[config.mk]
export PLATFORM = sky130hd
export DESIGN_NAME = csr_unit
export DESIGN_NICKNAME = d
export VERILOG_FILES = /design/src/rtl/csr_pkg.sv /design/src/rtl/csr_cycle_counter.sv /design/src/rtl/csr_unit.sv
export SDC_FILE = /design/constraint.sdc
export NUM_CORES = 1
export LEC_CHECK = 0
export ABC_CLOCK_PERIOD_IN_PS = 6200
export BUFFER_PORTS_ARGS = -buffer_cell sky130_fd_sc_hd__buf_4
export CAP_MARGIN = 40
export CORE_MARGIN = 3
export CORE_UTILIZATION = 24
export DETAILED_ROUTE_END_ITERATION = 6
export SLEW_MARGIN = 20
export SYNTH_ARGS = -nofsm -noshare
export SYNTH_HDL_FRONTEND = slang
export SYNTH_SLANG_ARGS = --single-unit
[constraint.sdc]
create_clock -name clk -period 6.2 [get_ports clk]
set_input_delay 0.93 -clock clk [delete_from_list [all_inputs] [get_ports clk]]
set_output_delay 0.93 -clock clk [all_outputs]
set_load 0.01 [all_outputs]
[src/rtl/csr_pkg.sv]
// Shared constants for the machine-mode CSR file: CSR addresses, trap cause codes,
// the CSR operation encoding and the bit positions of the architected fields.
package csr_pkg;

   localparam logic [11:0] CSR_MSTATUS = 12'h300;
   localparam logic [11:0] CSR_MIE     = 12'h304;
   localparam logic [11:0] CSR_MTVEC   = 12'h305;
   localparam logic [11:0] CSR_MEPC    = 12'h341;
   localparam logic [11:0] CSR_MCAUSE  = 12'h342;
   localparam logic [11:0] CSR_MIP     = 12'h344;
   localparam logic [11:0] CSR_MCYCLE  = 12'hB00;
   localparam logic [11:0] CSR_MCYCLEH = 12'hB80;

   localparam logic [3:0] CAUSE_MTI = 4'd7;
   localparam logic [3:0] CAUSE_MEI = 4'd11;

   typedef enum logic [1:0] {
      CSR_OP_NONE = 2'b00,
      CSR_OP_RW   = 2'b01,
      CSR_OP_RS   = 2'b10,
      CSR_OP_RC   = 2'b11
   } csr_op_e;

   localparam int MSTATUS_MIE    = 3;
   localparam int MSTATUS_MPIE   = 7;
   localparam int MSTATUS_MPP_LO = 11;
   localparam int MSTATUS_MPP_HI = 12;
   localparam int MIE_MTIE       = 7;
   localparam int MIE_MEIE       = 11;

endpackage

[src/rtl/csr_cycle_counter.sv]
// Free-running 64-bit cycle counter; a software write replaces one half and
// suppresses the increment for that cycle.
module csr_cycle_counter
   import csr_pkg::*;
#(
   parameter int XLEN = 32
) (
   input  logic              clk,
   input  logic              rst,
   input  logic              wr_lo_i,
   input  logic              wr_hi_i,
   input  logic [XLEN-1:0]   wdata_i,
   output logic [2*XLEN-1:0] count_o
);

   logic [2*XLEN-1:0] count_q;
   logic [2*XLEN-1:0] count_d;

   always_comb begin
      count_d = count_q + {{(2*XLEN-1){1'b0}}, 1'b1};
      if (wr_lo_i) begin
         count_d = {count_q[2*XLEN-1:XLEN], wdata_i};
      end else if (wr_hi_i) begin
         count_d = {wdata_i, count_q[XLEN-1:0]};
      end
   end

   always_ff @(posedge clk or posedge rst) begin
      if (rst) begin
         count_q <= '0;
      end else begin
         count_q <= count_d;
      end
   end

   assign count_o = count_q;

endmodule

[src/rtl/csr_unit.sv]
// Machine-mode CSR file and trap controller for the MW stage: CSR read/modify/write,
// timer/external interrupt entry, mret, and the PC redirect that flushes younger stages.
module csr_unit
   import csr_pkg::*;
#(
   parameter int                XLEN        = 32,
   parameter logic [XLEN-1:0]   RESET_MTVEC = '0
) (
   input  logic            clk,
   input  logic            rst,
   input  logic            en,
   input  logic            csr_reg_rdpin_MW,
   input  logic            csr_reg_wrpin_MW,
   input  logic            is_mret_MW,
   input  logic [1:0]      csr_op,
   input  logic [11:0]     csr_addr,
   input  logic [XLEN-1:0] csr_wdata,
   input  logic [XLEN-1:0] pc_MW,
   input  logic            timer_irq,
   input  logic            ext_irq,
   output logic [XLEN-1:0] csr_rdata,
   output logic            epc_taken,
   output logic [XLEN-1:0] epc_evec
);

   localparam logic [XLEN-1:0] ALIGN4 = ~(XLEN'(3));

   logic            mstatus_mie_q;
   logic            mstatus_mpie_q;
   logic            mie_mtie_q;
   logic            mie_meie_q;
   logic [XLEN-1:0] mtvec_q;
   logic [XLEN-1:0] mepc_q;
   logic [XLEN-1:0] mcause_q;
   logic [2*XLEN-1:0] mcycle;

   csr_op_e         op;
   logic [XLEN-1:0] mstatus_val;
   logic [XLEN-1:0] mie_val;
   logic [XLEN-1:0] mip_val;
   logic [XLEN-1:0] csr_old;
   logic [XLEN-1:0] csr_new;
   logic [XLEN-1:0] trap_base;
   logic            irq_ext;
   logic            irq_tim;
   logic            irq_take;
   logic            mret_take;
   logic            csr_we;
   logic [3:0]      cause;

   // Read mux, write-value computation, interrupt arbitration and redirect target.
   always_comb begin
      op          = csr_op_e'(csr_op);
      mstatus_val = '0;
      mie_val     = '0;
      mip_val     = '0;
      mstatus_val[MSTATUS_MIE]  = mstatus_mie_q;
      mstatus_val[MSTATUS_MPIE] = mstatus_mpie_q;
      mstatus_val[MSTATUS_MPP_HI:MSTATUS_MPP_LO] = 2'b11;
      mie_val[MIE_MTIE] = mie_mtie_q;
      mie_val[MIE_MEIE] = mie_meie_q;
      mip_val[MIE_MTIE] = timer_irq;
      mip_val[MIE_MEIE] = ext_irq;

      case (csr_addr)
         CSR_MSTATUS: csr_old = mstatus_val;
         CSR_MIE:     csr_old = mie_val;
         CSR_MTVEC:   csr_old = mtvec_q;
         CSR_MEPC:    csr_old = mepc_q;
         CSR_MCAUSE:  csr_old = mcause_q;
         CSR_MIP:     csr_old = mip_val;
         CSR_MCYCLE:  csr_old = mcycle[XLEN-1:0];
         CSR_MCYCLEH: csr_old = mcycle[2*XLEN-1:XLEN];
         default:     csr_old = '0;
      endcase

      case (op)
         CSR_OP_RW: csr_new = csr_wdata;
         CSR_OP_RS: csr_new = csr_old | csr_wdata;
         CSR_OP_RC: csr_new = csr_old & ~csr_wdata;
         default:   csr_new = csr_old;
      endcase

      irq_ext   = mie_meie_q & ext_irq;
      irq_tim   = mie_mtie_q & timer_irq;
      irq_take  = en & mstatus_mie_q & (irq_ext | irq_tim);
      cause     = irq_ext ? CAUSE_MEI : CAUSE_MTI;
      mret_take = en & is_mret_MW & ~irq_take;
      csr_we    = en & csr_reg_wrpin_MW & ~irq_take & (op != CSR_OP_NONE);
      trap_base = {mtvec_q[XLEN-1:2], 2'b00};

      csr_rdata = '0;
      epc_taken = 1'b0;
      epc_evec  = '0;
      if (!rst) begin
         if (csr_reg_rdpin_MW) begin
            csr_rdata = csr_old;
         end
         if (irq_take) begin
            epc_taken = 1'b1;
            epc_evec  = mtvec_q[0] ? trap_base + XLEN'({cause, 2'b00}) : trap_base;
         end else if (mret_take) begin
            epc_taken = 1'b1;
            epc_evec  = mepc_q;
         end
      end
   end

   csr_cycle_counter #(.XLEN(XLEN)) u_cycle (
      .clk     (clk),
      .rst     (rst),
      .wr_lo_i (csr_we && (csr_addr == CSR_MCYCLE)),
      .wr_hi_i (csr_we && (csr_addr == CSR_MCYCLEH)),
      .wdata_i (csr_new),
      .count_o (mcycle)
   );

   // A taken interrupt kills the MW instruction entirely; otherwise the CSR write
   // lands first and mret then overrides mstatus, so mret always wins that field.
   always_ff @(posedge clk or posedge rst) begin
      if (rst) begin
         mstatus_mie_q  <= 1'b0;
         mstatus_mpie_q <= 1'b0;
         mie_mtie_q     <= 1'b0;
         mie_meie_q     <= 1'b0;
         mtvec_q        <= RESET_MTVEC;
         mepc_q         <= '0;
         mcause_q       <= '0;
      end else if (irq_take) begin
         mepc_q         <= pc_MW & ALIGN4;
         mcause_q       <= {1'b1, {(XLEN-5){1'b0}}, cause};
         mstatus_mpie_q <= mstatus_mie_q;
         mstatus_mie_q  <= 1'b0;
      end else begin
         if (csr_we) begin
            case (csr_addr)
               CSR_MSTATUS: begin
                  if (!mret_take) begin
                     mstatus_mie_q  <= csr_new[MSTATUS_MIE];
                     mstatus_mpie_q <= csr_new[MSTATUS_MPIE];
                  end
               end
               CSR_MIE: begin
                  mie_mtie_q <= csr_new[MIE_MTIE];
                  mie_meie_q <= csr_new[MIE_MEIE];
               end
               CSR_MTVEC:  mtvec_q  <= {csr_new[XLEN-1:2], 1'b0, csr_new[0]};
               CSR_MEPC:   mepc_q   <= csr_new & ALIGN4;
               CSR_MCAUSE: mcause_q <= csr_new;
               default: ;
            endcase
         end
         if (mret_take) begin
            mstatus_mie_q  <= mstatus_mpie_q;
            mstatus_mpie_q <= 1'b1;
         end
      end
   end

endmodule
# Word level (Yosys, flattened, before mapping)
# Cells that the tools add are included.
totals:
  mem_bits_ro: 0
  elab_cells: 78
  out_inout_bits: 65
  n_memories: 0
  input_bits: 86
  ram_bits: 0
  latchBits: 0
  ff_bits: 163
op_classes:
  n_bitwise: 14
  addsub: 2
  n_eq_ne: 12
  div_mod_pow: 0
  magnitude_cmp: 0
  n_reduce_logical: 13
  n_shift: 0
  n_mux: 28
  n_mul: 0
op_table:
  columns: ["cell", "n"]
  rows:
  - ["$mux W32", 13]
  - ["$pmux W32 S8", 1]
  - ["$pmux W32 S3", 1]
  - ["$eq A12 B10 Y1 const B", 6]
  - ["$add A64 B1 Y64 const B", 1]
  - ["$mux W64", 1]
  - ["$add A32 B6 Y32", 1]
  - ["$and A32 B32 Y32", 1]
  - ["$not A32 Y32", 1]
  - ["$or A32 B32 Y32", 1]
  - ["$eq A12 B12 Y1 const B", 2]
  - ["$mux W1", 11]
  - ["$and A1 B1 Y1", 9]
  - ["$reduce_bool A2 Y1", 4]
  - ["$reduce_and A2 Y1", 3]
  - ["$reduce_and A3 Y1", 2]
  - ["$reduce_bool A3 Y1", 2]
  - ["$eq A2 B2 Y1 const B", 2]
  - ["$mux W4", 1]
  - ["$eq A2 B1 Y1 const B", 1]
  - ["$logic_and A1 B1 Y1", 2]
  - ["$ne A2 B1 Y1 const B", 1]
  - ["$not A1 Y1", 1]
  - ["$or A1 B1 Y1", 1]

# Logic depth before layout (Yosys ltp)
logic_depth:
  depth_word: 9
  depth_mapped: 10
  depth_no_buf: 8

# Cells and area by module
# From an unflattened synthesis, not the netlist that was laid out.
hier_totals:
  cells_unflattened: 1529
  area_unflattened_um2: 12149.2
by_module_without_submodules:
  columns: ["module", "cells_per_inst", "instances", "area_per_inst_um2"]
  rows:
  - ["csr_unit", 1024, 1, 7990.2]
  - ["csr_cycle_counter", 505, 1, 4159.0]

# Worst setup path before layout
# OpenSTA, ideal clock, no wires.
synth_timing:
  kind: "in2out"
  start: "in rst"
  end: "out epc_evec[18]"
  cell_stages: 4
  arrival_ps: 5594
  path_slack_ps: -324
  path_cell_list: "inv_1 > nand2_1 > clkbuf_1 > o21ai_0"
synth_via:
  elab_chain_cells: 1
synth_rtl:
  columns: ["element", "line", "rtl"]
  rows:
  - ["from (decl)", "csr_unit.sv:10", "input logic rst,"]
  - ["$mux W32", "csr_unit.sv:95", "if (!rst) begin"]
  - ["to (decl)", "csr_unit.sv:23", "output logic [XLEN-1:0] epc_evec"]
# No other way between the ends.

# Worst setup path in the final report
layout_timing:
  start: "in csr_addr[7]"
  end: "out csr_rdata[19]"
layout_via:
  elab_chain_cells: 4
layout_rtl:
  columns: ["element", "line", "rtl"]
  rows:
  - ["from (decl)", "csr_unit.sv:16", "input logic [11:0] csr_addr,"]
  - ["$eq A12 B12 Y1 / $eq A12 B10 Y1 (equally long branches)", "csr_unit.sv:65", "case (csr_addr)"]
  - ["$pmux W32 S8 *", "csr_unit.sv:65", null]
  - ["$mux W32 *", "csr_unit.sv:96", "if (csr_reg_rdpin_MW) begin"]
  - ["$mux W32 *", "csr_unit.sv:95", null]
  - ["to (decl)", "csr_unit.sv:21", "output logic [XLEN-1:0] csr_rdata,"]
# Every way passes the cells marked *; elsewhere a longest branch is shown, timed or not.

==> report_table.html <==
<table>
<tr><th>Metric</th><th>Value</th></tr>
<tr><th colspan="2">Synth</th></tr>
<tr><td>Most numerous cell in the Yosys netlist</td><td>sky130_fd_sc_hd__nand2_1</td></tr>
<tr><td>Post-synthesis instance total</td><td>1382</td></tr>
<tr><td>Seq/Total Area, Yosys</td><td>0.357</td></tr>
<tr><td>Post-synth cell types</td><td>77</td></tr>
<tr><td>Asr flop ratio synth</td><td>1.00</td></tr>
<tr><td>Prevailing post-synth register cell</td><td>sky130_fd_sc_hd__dfrtp_1</td></tr>
<tr><td>Post-synthesis instance area</td><td>11300 um2</td></tr>
<tr><td>Number of enable-type register cells in the synthesized netlist</td><td>0</td></tr>
<tr><td>Leading post-synthesis cells by instance count</td><td>232 x sky130_fd_sc_hd__nand2_1, 161 x sky130_fd_sc_hd__dfrtp_1, 121 x sky130_fd_sc_hd__o21ai_0</td></tr>
<tr><td>Average size of a mapped cell</td><td>8.17 um2</td></tr>
<tr><td>Synth area leaders</td><td>sky130_fd_sc_hd__dfrtp_1 36%, sky130_fd_sc_hd__nand2_1 7.7%, sky130_fd_sc_hd__o21ai_0 5.4%</td></tr>
<tr><td>Ys Warns</td><td>0</td></tr>
<tr><td>Fraction of post-synthesis cell area in the top cell type by area</td><td>0.357</td></tr>
<tr><td>Number of storage elements in the synthesis netlist</td><td>161</td></tr>
<tr><td>Area leader, netlist</td><td>sky130_fd_sc_hd__dfrtp_1</td></tr>
<tr><th colspan="2">Timing</th></tr>
<tr><td>Shortest clock period the worst path allows after layout</td><td>4510 ps</td></tr>
<tr><td>Share of the cycle needed by the critical path after routing</td><td>0.727</td></tr>
<tr><td>Headroom to the max-slew limit</td><td>0.365</td></tr>
<tr><td>Setup-violating endpoint count in the final report</td><td>0</td></tr>
<tr><td>Highest Clock Rate</td><td>222 MHz</td></tr>
<tr><td>Final Hold Fails</td><td>0</td></tr>
<tr><td>Setup TNS</td><td>0 ps</td></tr>
<tr><td>Count of final max-slew check failures</td><td>0</td></tr>
<tr><td>Crit path setup slack, layout</td><td>1690 ps</td></tr>
<tr><td>RSZ-0062 raised after global routing</td><td>false</td></tr>
<tr><td>Measured slew at the worst slew-check pin</td><td>952 ps</td></tr>
<tr><td>Post-Route Skew</td><td>12.4 ps</td></tr>
<tr><th colspan="2">Final layout</th></tr>
<tr><td>Post-layout instance count excluding filler cells</td><td>2099</td></tr>
<tr><td>Antenna cell count</td><td>0</td></tr>
<tr><td>Area overhead of the layout relative to synthesis</td><td>21.7%</td></tr>
<tr><td>Fraction of layout cells with a size suffix above 1</td><td>0.185</td></tr>
<tr><td>Nets@finish</td><td>1576</td></tr>
<tr><td>Filler Cells Inserted</td><td>4840</td></tr>
<tr><td>Utilization of the core after routing</td><td>0.299</td></tr>
<tr><th colspan="2">Global route</th></tr>
<tr><td>Total track usage</td><td>0.198</td></tr>
<tr><td>Largest net degree at the start of global routing</td><td>54</td></tr>
<tr><td>First-pass GRT wire length</td><td>75.4 mm</td></tr>
<tr><td>Vias in the first global route</td><td>11379</td></tr>
<tr><td>Initial antenna violation count</td><td>2</td></tr>
<tr><td>Aggregate global routing overflow</td><td>0</td></tr>
<tr><th colspan="2">Clock network</th></tr>
<tr><td>Clock buffer depth</td><td>2</td></tr>
<tr><td>Number of buffers added for setup after CTS</td><td>0</td></tr>
<tr><td>Clock sinks</td><td>161</td></tr>
<tr><td>Clock-pin slew on the worst setup and hold paths</td><td>70 ps</td></tr>
<tr><td>Clk_lat worst skew</td><td>450 ps</td></tr>
<tr><td>TritonCTS clock tree</td><td>built</td></tr>
<tr><td>Total number of H-tree levels</td><td>4</td></tr>
<tr><td>Total of hold buffers inserted after clock tree synthesis</td><td>0</td></tr>
<tr><td>Root buffer cell</td><td>sky130_fd_sc_hd__clkbuf_16</td></tr>
<tr><td>Number of resized instances in the post-cts repair step</td><td>0</td></tr>
<tr><td>Inserted Clock Buffers</td><td>17</td></tr>
<tr><th colspan="2">Floorplan</th></tr>
<tr><td>Area enclosed by the die boundary</td><td>49700 um2</td></tr>
<tr><td>Die Span Y</td><td>223 um</td></tr>
<tr><td>Area of the core region</td><td>46000 um2</td></tr>
<tr><td>Number of placement rows</td><td>78</td></tr>
<tr><td>Die span in x</td><td>223 um</td></tr>
<tr><td>Initial core utilization</td><td>0.246</td></tr>
<tr><td>Top-level port count</td><td>151</td></tr>
<tr><th colspan="2">Critical path</th></tr>
<tr><td>Worst path required time</td><td>5270 ps</td></tr>
<tr><td>Data arrival, critical path</td><td>3580 ps</td></tr>
<tr><td>Critical setup path kind</td><td>in -&gt; out</td></tr>
<tr><td>Critical Path Source</td><td>csr_addr[7]</td></tr>
<tr><td>Sort of element at the start of the critical path</td><td>input pin</td></tr>
<tr><td>Launch instance of the worst register-to-register path</td><td>u_cycle.count_o[0]</td></tr>
<tr><td>Worst Setup End Kind</td><td>output pin</td></tr>
<tr><td>Critical-path maximum fanout</td><td>52</td></tr>
<tr><th colspan="2">Placement</th></tr>
<tr><td>Cell count after placement</td><td>2063</td></tr>
<tr><td>RePlAce Congestion</td><td>0.946</td></tr>
<tr><td>Hpwl dp</td><td>37.3 mm</td></tr>
<tr><td>Port-buffer cells</td><td>146</td></tr>
<tr><td>Pre-CTS setup slack</td><td>1740 ps</td></tr>
<tr><th colspan="2">Detailed routing</th></tr>
<tr><td>Via total after detailed routing</td><td>12239</td></tr>
<tr><td>Vias per cell</td><td>5.83</td></tr>
<tr><td>Detailed-route wire length</td><td>50.8 mm</td></tr>
<tr><td>Number of design-rule violations left by the first detailed-router iteration</td><td>1547</td></tr>
<tr><td>Detail-routed net length per standard cell</td><td>24.2 um</td></tr>
<tr><td>Antenna viol nets, final</td><td>0</td></tr>
<tr><td>Post-route DRC</td><td>0</td></tr>
<tr><td>Number of search-and-repair iterations in the first detailed-routing pass</td><td>6</td></tr>
<tr><th colspan="2">Flow run</th></tr>
<tr><td>Number of max-cap violations</td><td>0</td></tr>
<tr><th colspan="2">Pwr</th></tr>
<tr><td>Maximum VDD drop</td><td>0.133 mV</td></tr>
<tr><td>Power share of the sequential group</td><td>0.435</td></tr>
<tr><td>Sw power</td><td>0.000888 W</td></tr>
<tr><td>Total power density per cell area</td><td>209 nW/um2</td></tr>
<tr><td>Clock share of power</td><td>0.394</td></tr>
<tr><td>Part of the power in combinational logic</td><td>0.170</td></tr>
<tr><td>Leakage power of the design</td><td>5.34 nW</td></tr>
<tr><td>Switching Share</td><td>0.309</td></tr>
<tr><td>Pint</td><td>0.00199 W</td></tr>
<tr><th colspan="2">Worst hold path</th></tr>
<tr><td>Class of the tightest hold or removal check</td><td>reg -&gt; reg</td></tr>
<tr><td>Hold Crit Start</td><td>mcause_q[30]</td></tr>
<tr><th colspan="2">Status</th></tr>
<tr><td>Status</td><td>complete, no violations</td></tr>
</table>
placed cells by master, fill, tap and decap left out, types with 5 or more instances in the layout:
cell type,n
sky130_fd_sc_hd__or3_1,8
sky130_fd_sc_hd__o2bb2ai_1,5
sky130_fd_sc_hd__nand3_1,31
sky130_fd_sc_hd__xor2_1,21
sky130_fd_sc_hd__nor2b_1,5
sky130_fd_sc_hd__a211oi_1,16
sky130_fd_sc_hd__nor4_1,16
sky130_fd_sc_hd__a31oi_1,23
sky130_fd_sc_hd__o21ai_0,121
sky130_fd_sc_hd__clkbuf_16,17
sky130_fd_sc_hd__a222oi_1,7
sky130_fd_sc_hd__a22oi_1,26
sky130_fd_sc_hd__buf_4,182
sky130_fd_sc_hd__clkinvlp_4,7
sky130_fd_sc_hd__a32o_1,17
sky130_fd_sc_hd__a21oi_1,70
sky130_fd_sc_hd__inv_1,23
sky130_fd_sc_hd__xnor2_1,60
sky130_fd_sc_hd__o21a_1,21
sky130_fd_sc_hd__and4_1,14
sky130_fd_sc_hd__o211ai_1,23
sky130_fd_sc_hd__nand2_1,232
sky130_fd_sc_hd__a221oi_1,9
sky130_fd_sc_hd__mux2_2,31
sky130_fd_sc_hd__and2_1,18
sky130_fd_sc_hd__a32oi_1,26
sky130_fd_sc_hd__nor3_1,32
sky130_fd_sc_hd__dfrtp_1,161
sky130_fd_sc_hd__mux2i_1,21
sky130_fd_sc_hd__nand4_1,40
sky130_fd_sc_hd__and3_1,22
sky130_fd_sc_hd__a22o_1,14
sky130_fd_sc_hd__o31ai_1,9
sky130_fd_sc_hd__nor2_1,67
area by class of cell:
| cell class | instances | area, um2 | share of cell area |
|---|---|---|---|
| clock inverters | 11 | 153 | 0.0111 |
| repair buffers | 192 | 1470 | 0.107 |
| clock buffers | 21 | 450 | 0.0328 |
| well taps | 600 | 751 | 0.0546 |
| inverters | 24 | 93.8 | 0.00682 |
| flip-flops and latches | 161 | 4030 | 0.293 |
| multi-input cells | 1090 | 6810 | 0.495 |
cell families (layout without fill, tap and decap cells):
kind of cell | Yosys count | count (layout) | share of synthesized area
compound gates | 426 | 426 | 0.254
xor+xnor | 81 | 81 | 0.0628
fa+ha+maj | 4 | 4 | 0.00443
buf+inv | 132 | 248 | 0.0461
flops | 161 | 161 | 0.357
mux | 52 | 52 | 0.0495
other cells | 1 | 2 | 0.000332
simple gates | 525 | 525 | 0.226
final timing paths:
kind,cells past startpoint,end,slack (ps)
setup / recovery,9,csr_rdata[19],1690
hold / removal,2,mcause_q[30],480
max in group asynchronous,4,u_cycle.count_o[23],3820
setup reg to reg,6,u_cycle.count_o[47],3020
hold reg to reg,2,mcause_q[30],480
min in group asynchronous,2,mtvec_q[2],600
flip-flops by register name (all words and copies together) (netlist names):
register	count
mcause_q	32
mstatus_mie_q	1
mie_meie_q	1
mstatus_mpie_q	1
mepc_q	30
mie_mtie_q	1
u_cycle.count_o	64
mtvec_q	31
routing by layer:
layer  GRT usage  up-vias  wire length [um]
met5           0        -                27
met3      0.0536       97              5440
met4      0.0654        4              1570
li1            -     5339                 -
met1       0.277     6047             21500
met2       0.294      752             22200
power by group through the flow:
stage	combinational [W]	clock, W	sequential [W]
global route	0.000539	0.00118	0.00126
floorplan	0.000300	0	0.00122
detailed placement	0.000482	0	0.00127
finish	0.000490	0.00113	0.00125
CTS	0.000485	0.00114	0.00125
global placement	0.000470	0	0.00127
worst max-delay path, cell delays in order:
cell                        delay, ps
sky130_fd_sc_hd__buf_4             90
sky130_fd_sc_hd__buf_4            530
sky130_fd_sc_hd__or2_2            350
sky130_fd_sc_hd__nor4_2            80
sky130_fd_sc_hd__buf_4            290
sky130_fd_sc_hd__o2bb2ai_1        190
sky130_fd_sc_hd__a221oi_1         750
sky130_fd_sc_hd__nor2_1           140
sky130_fd_sc_hd__buf_4            190
stage by stage:
| step | hold slack (ps) | power [W] | area, um2 |
|---|---|---|---|
| floorplan | 442 | 0.00152 | 11300 |
| global placement | 462 | 0.00174 | 13000 |
| detailed placement | 471 | 0.00175 | 13100 |
| CTS | 486 | 0.00288 | 13700 |
| global route | 515 | 0.00298 | 13800 |
| finish | 482 | 0.00288 | 13800 |
(Power assumes the default switching activity.)
